===== config.mk =====
export PLATFORM = sky130hd
export DESIGN_NAME = hash_target_check
export DESIGN_NICKNAME = d
export VERILOG_FILES = /design/src/rtl/hash_check_pkg.sv /design/src/rtl/hash_word_deser.sv /design/src/rtl/hash_target_check.sv
export SDC_FILE = /design/constraint.sdc
export NUM_CORES = 2
export LEC_CHECK = 0
export BUFFER_PORTS_ARGS = -buffer_cell sky130_fd_sc_hd__buf_2
export CAP_MARGIN = 5
export CELL_PAD_IN_SITES_DETAIL_PLACEMENT = 2
export CELL_PAD_IN_SITES_GLOBAL_PLACEMENT = 2
export CORE_AREA = 3 3 312 314
export DETAILED_ROUTE_END_ITERATION = 10
export DIE_AREA = 0 0 315 317
export MAX_ROUTING_LAYER = met4
export PLACE_DENSITY_LB_ADDON = 0.12
export SKIP_LAST_GASP = 1
export SYNTH_ARGS = -nofsm -noshare
export SYNTH_HDL_FRONTEND = slang
export SYNTH_SLANG_ARGS = --single-unit

===== constraint.sdc =====
create_clock -name clk -period 3.8 [get_ports clk]
set_clock_uncertainty 0.2 [all_clocks]
set_input_delay 0 -clock clk [delete_from_list [all_inputs] [get_ports clk]]
set_output_delay 0 -clock clk [all_outputs]
set_load 0.1 [all_outputs]

===== src/rtl/hash_check_pkg.sv =====
// Shared constants, state encoding and byte-order helper for the digest checker.
// Enable HASH_CHECK_BYTE_REVERSE_EN for little-endian (Bitcoin-style) target compare.
package hash_check_pkg;

    localparam int WORD_W    = 10;
    localparam int HASH_W    = 256;
    localparam int NUM_WORDS = 26;
    localparam int PAD_W     = 4;
    localparam int CNT_W     = 16;
    localparam int FRAME_W   = NUM_WORDS * WORD_W;

    typedef enum logic [1:0] {
        IDLE,
        COLLECT,
        COMPARE,
        HOLD
    } hc_state_t;

    function automatic logic [255:0] byte_rev256(input logic [255:0] d);
        logic [255:0] r;
        r = '0;
        for (int i = 0; i < 32; i++) begin
            r[8*i +: 8] = d[255-8*i -: 8];
        end
        return r;
    endfunction

endpackage


===== src/rtl/hash_word_deser.sv =====
// Serial-to-parallel frame assembler: MSB-first word shift register plus word count.
// frame_done flags the cycle whose shift completes the frame.
module hash_word_deser #(
    parameter int WORD_W    = hash_check_pkg::WORD_W,
    parameter int NUM_WORDS = hash_check_pkg::NUM_WORDS
) (
    input  logic                        clk,
    input  logic                        rst,
    input  logic                        clear,
    input  logic                        shift_en,
    input  logic [WORD_W-1:0]           word_in,
    output logic [NUM_WORDS*WORD_W-1:0] frame,
    output logic                        frame_done
);

    localparam int FRAME_W = NUM_WORDS * WORD_W;
    localparam int CNT_B   = $clog2(NUM_WORDS + 1);
    localparam logic [CNT_B-1:0] LAST = CNT_B'(NUM_WORDS - 1);

    logic [CNT_B-1:0] count;

    assign frame_done = shift_en && (count == LAST);

    always_ff @(posedge clk) begin
        if (rst || clear) begin
            count <= '0;
        end else if (shift_en) begin
            count <= count + 1'b1;
        end
    end

    always_ff @(posedge clk) begin
        if (rst) begin
            frame <= '0;
        end else if (shift_en) begin
            frame <= {frame[FRAME_W-WORD_W-1:0], word_in};
        end
    end

endmodule


===== src/rtl/hash_target_check.sv =====
// Digest stream checker: assembles a frame, compares against the target, hands off the result.
// HASH_CHECK_BYTE_REVERSE_EN selects a byte-reversed (little-endian) digest for the compare.
module hash_target_check #(
    parameter int WORD_W    = hash_check_pkg::WORD_W,
    parameter int HASH_W    = hash_check_pkg::HASH_W,
    parameter int NUM_WORDS = hash_check_pkg::NUM_WORDS,
    parameter int CNT_W     = hash_check_pkg::CNT_W
) (
    input  logic              clk,
    input  logic              rst,
    input  logic              valid_in,
    input  logic [WORD_W-1:0] hash_in,
    input  logic [HASH_W-1:0] target_in,
    output logic              result_valid,
    input  logic              result_ready,
    output logic [HASH_W-1:0] digest_out,
    output logic              hit,
    output logic              pad_err,
    output logic              overrun,
    output logic [CNT_W-1:0]  hit_count
);

    import hash_check_pkg::*;

    localparam int FW = NUM_WORDS * WORD_W;
    localparam int PW = FW - HASH_W;

    hc_state_t         state;
    logic [HASH_W-1:0] target_q;
    logic [FW-1:0]     frame;
    logic              frame_done;
    logic              shift_en;
    logic              deser_clr;
    logic              busy;
    logic [HASH_W-1:0] digest_w;
    logic [PW-1:0]     pad_w;
    logic [HASH_W-1:0] cmp_w;

    assign busy      = (state == COMPARE) || (state == HOLD);
    assign shift_en  = valid_in && !busy;
    assign deser_clr = (state == HOLD) && result_ready;
    assign digest_w  = frame[FW-1 -: HASH_W];
    assign pad_w     = frame[PW-1:0];

`ifdef HASH_CHECK_BYTE_REVERSE_EN
    assign cmp_w = byte_rev256(digest_w);
`else
    assign cmp_w = digest_w;
`endif

    hash_word_deser #(
        .WORD_W    (WORD_W),
        .NUM_WORDS (NUM_WORDS)
    ) u_deser (
        .clk        (clk),
        .rst        (rst),
        .clear      (deser_clr),
        .shift_en   (shift_en),
        .word_in    (hash_in),
        .frame      (frame),
        .frame_done (frame_done)
    );

    always_ff @(posedge clk) begin
        if (rst) begin
            state        <= IDLE;
            target_q     <= '0;
            result_valid <= 1'b0;
            digest_out   <= '0;
            hit          <= 1'b0;
            pad_err      <= 1'b0;
            overrun      <= 1'b0;
            hit_count    <= '0;
        end else begin
            // Words arriving while a result is pending are lost.
            if (valid_in && busy) begin
                overrun <= 1'b1;
            end
            unique case (state)
                IDLE: begin
                    if (valid_in) begin
                        target_q <= target_in;
                        state    <= frame_done ? COMPARE : COLLECT;
                    end
                end
                COLLECT: begin
                    if (frame_done) begin
                        state <= COMPARE;
                    end
                end
                COMPARE: begin
                    digest_out   <= digest_w;
                    pad_err      <= (pad_w != '0);
                    hit          <= (cmp_w < target_q);
                    result_valid <= 1'b1;
                    state        <= HOLD;
                end
                HOLD: begin
                    if (result_ready) begin
                        result_valid <= 1'b0;
                        if (hit && (hit_count != '1)) begin
                            hit_count <= hit_count + 1'b1;
                        end
                        state <= IDLE;
                    end
                end
                default: state <= IDLE;
            endcase
        end
    end

endmodule


==> flow_metrics.py <==
metrics = {
    "routing": {
        "drtPass1Iterations": 5,
        "drt-wirelength-per-cell_um": 29.8,
        "vias": 36800,
        "drt_iter0_markers": 2633,
        "drc": 0,
        "postRouteAntennaNets": 0,
        "wl_um": 197000,
        "avgViaCountPerCell": 5.56,
    },
    "clocking": {
        "cts_sinks": 799,
        "root_buffer": "clkbuf_16",
        "cts_tree": "done",
        "cts.htree.levels": 3,
        "path_clk_slew_ns": 0.07,
        "cts_buffers": 92,
        "clockBufferDepth": 3,
        "clk_latency_ns": 0.67,
    },
    "placement": {
        "port_buffers": 545,
        "dpl-instance-area_um2": 38100,
        "hpwl_um": 91800,
        "gp_congestion": 0.828,
    },
    "floorplan": {
        "start_util": 0.359,
        "rows": 113,
        "die_y_um": 317,
        "io_pins": 546,
        "die_w_um": 315,
        "core_area_um2": 94900,
        "dieArea_um2": 99900,
    },
    "layout": {
        "regArea_um2": 16000,
        "multi_input_comb_area_um2": 16200,
        "final_common_cell": "nand2_1",
        "nFillCells": 10100,
        "fin_area_um2": 48100,
        "fin_util": 0.507,
        "layout_common_cells": "1,087 x nand2_1, 799 x dfxtp_1, 705 x dlygate4sd3_1",
        "nets": 5807,
        "drive_above_1_share": 0.138,
        "area_delta_synth_final_pct": 41.2,
    },
    "job": {
        "drv_cap": 0,
    },
    "synthesis": {
        "synth_area_per_cell_um2": 8.26,
        "postSynth.asyncResetShare": 0,
        "ys.flop_type": "dfxtp_1",
        "syn_inst": 4125,
        "synth-edff-count": 0,
        "ys_seq_area_frac": 0.469,
        "syn-cell-area_um2": 34100,
        "syn-num-nets": 4658,
        "yosysWarnings": 0,
        "yosysUniqueCellTypes": 57,
        "synth_seq_cells": 799,
    },
    "worst_setup_path": {
        "rrSetupSlack_ns": 0.09,
        "reg2reg_from": "target_q[51]",
        "timing.rr.end": "hit",
        "cp_max_fo": 3,
        "path_cells": "inv_1, ha_1, a21oi_1, o21ai_0, a211oi_1, o2111ai_1, a2111oi_0, a221o_1, a211oi_1, o21ai_1",
        "cp_common_cell": "a211oi_1",
        "slowest_delay_ns": 0.97,
        "start_kind": "flop",
        "slowest_stage": "a2111oi_0",
        "rr_worst_depth": 10,
        "cp_top_family": "compound AO/OA/AOI/OAI gates",
        "crit_arrival_ns": 4.11,
        "worstSetupEndpointType": "flop",
        "cp.required_ns": 4.19,
        "path_class": "flop to flop",
        "path_buf_inv": 1,
    },
    "sta": {
        "tightest_slew_ns": 1.30,
        "drv_slew": 0,
        "setup_violations": 0,
        "setup_tns_ns": 0,
        "hold_viol": 0,
        "min_period_over_period": 0.977,
        "post-route-min-period_ns": 3.71,
        "max_freq_mhz": 269,
        "slew_headroom": 0.133,
    },
    "power_and_ir_drop": {
        "intPower_mw": 15.3,
        "switching_share": 0.301,
        "power_frac_comb": 0.167,
        "peakVddDrop_uv": 403,
        "pwr-share-seq": 0.408,
        "p_switching_mw": 6.61,
        "total_power_mw": 21.9,
        "powerDensity_nw_per_um2": 456,
        "p_leak_nw": 20.0,
        "clkPwrFrac": 0.425,
    },
    "run_status": {
        "status": "finished clean",
    },
    "global_routing": {
        "grtUsageTotal": 0.378,
        "grt_pass1_vias": 41600,
        "grt_remaining_overflow": 0,
        "busiest_layer": "met2",
        "grt_max_degree": 126,
        "use_met1": 0.402,
        "grt_antenna_before_repair": 8,
        "use_met3": 0.0508,
        "grt_pass1_wl_um": 278000,
        "grt_util_met2": 0.679,
    },
    "min_path": {
        "min_to": "target_q[0]",
        "hold_path_class": "primary input to flop",
        "hold_depth": 4,
        "hold_start": "target_in[0]",
    },
}
worst max-delay path by stage:
stage / to / from / cells past startpoint / slack [ns]
detailed placement: hit / target_q[255] / 10 / 0.25
global placement: hit / target_q[251] / 10 / 0.18
floorplan: hit_count[5] / hit_count[6] / 7 / 1.08
CTS: hit / target_q[253] / 10 / 0.09
finish: hit / target_q[51] / 10 / 0.09
global route: hit / target_q[54] / 10 / -0.09
worst register-to-register path, delay by kind of cell, from the launching register on:
kind | cells | cell delay (ns)
compound gates | 8 | 2.62
fa+ha+maj | 1 | 0.36
flops | 1 | 0.38
buf+inv | 1 | 0.09
power groups by stage:
| stage | Clock (mW) | Sequential, mW | Combinational (mW) |
|---|---|---|---|
| floorplan | 0 | 9.02 | 1.54 |
| global placement | 0 | 9.03 | 2.41 |
| detailed placement | 0 | 9.05 | 2.47 |
| CTS | 9.06 | 8.87 | 3.18 |
| global route | 9.72 | 8.96 | 3.88 |
| finish | 9.32 | 8.94 | 3.66 |
per-stage QoR:
step                      setup slack (ns)  cells  hold WS (ns)
after global routing               -0.0941   6615        0.0580
after detailed placement             0.252   5740        0.0493
after floorplan                       1.08   4125       -0.0640
final                               0.0858   6616        0.0678
after global placement               0.183   5740        0.0440
after CTS                           0.0880   6604       0.00114
cell usage after synthesis, types with 11 or more instances:
| cell type | n | area (um^2) |
|---|---|---|
| nand2_1 | 1089 | 4090 |
| dfxtp_1 | 799 | 16000 |
| a21oi_1 | 593 | 2970 |
| nor2_1 | 318 | 1190 |
| inv_1 | 264 | 991 |
| ha_1 | 263 | 3290 |
| mux2i_1 | 257 | 2570 |
| clkbuf_1 | 207 | 777 |
| o21ai_0 | 51 | 255 |
| nand4_1 | 46 | 288 |
| a21o_1 | 30 | 225 |
| nand3_1 | 30 | 150 |
| a211oi_1 | 21 | 158 |
| nor3_1 | 15 | 75.1 |
| buf_1 | 14 | 52.6 |
| xor2_1 | 11 | 96.3 |
metal layers:
layer / part of all wire / up-vias
met5: 0 / -
met4: 0.069 / 0
met3: 0.046 / 722
met2: 0.51 / 1518
met1: 0.37 / 18600
li1: - / 15900
flip-flops by register name (all words and copies together), names as in the netlist:
register and flops:
hit_count 16, result_valid 1, pad_err 1, hit 1, digest_out 256, u_deser.frame 260
overrun 1, state 2, u_deser.count 5, target_q 256
cells by family (layout without fill, tap and decap cells):
group                      count (synthesis)  in the layout  synth area share
and+or+nand+nor                         1548           1548             0.181
DFF                                      799            799             0.469
AOI/OAI and AO/OA                        747            747             0.119
buffers and inverters                    497           1711            0.0555
adders and majority gates                263            263            0.0965
muxes                                    257            257            0.0755
xor gates and xnor gates                  14             14           0.00360
other                                      0             12                 0
layout make-up:
| type | instances | share of cell area |
|---|---|---|
| Multi-Input combinational cell | 2829 | 0.338 |
| Clock inverter | 22 | 0.00455 |
| Inverter | 264 | 0.0206 |
| Timing Repair Buffer | 1288 | 0.214 |
| Sequential cell | 799 | 0.332 |
| Antenna cell | 12 | 0.000624 |
| Clock buffer | 137 | 0.0571 |
| Tap cell | 1265 | 0.0329 |
repair_timing:
item / in CTS / in global routing
hold endpoints to repair: 634 / 0
hold buffers: 705 / 0
endpoints found under the setup margin: 0 / 1
buffers inserted: 0 / 0
gates resized for setup: 0 / 3
No activity file was read; power rests on OpenSTA's default activity.
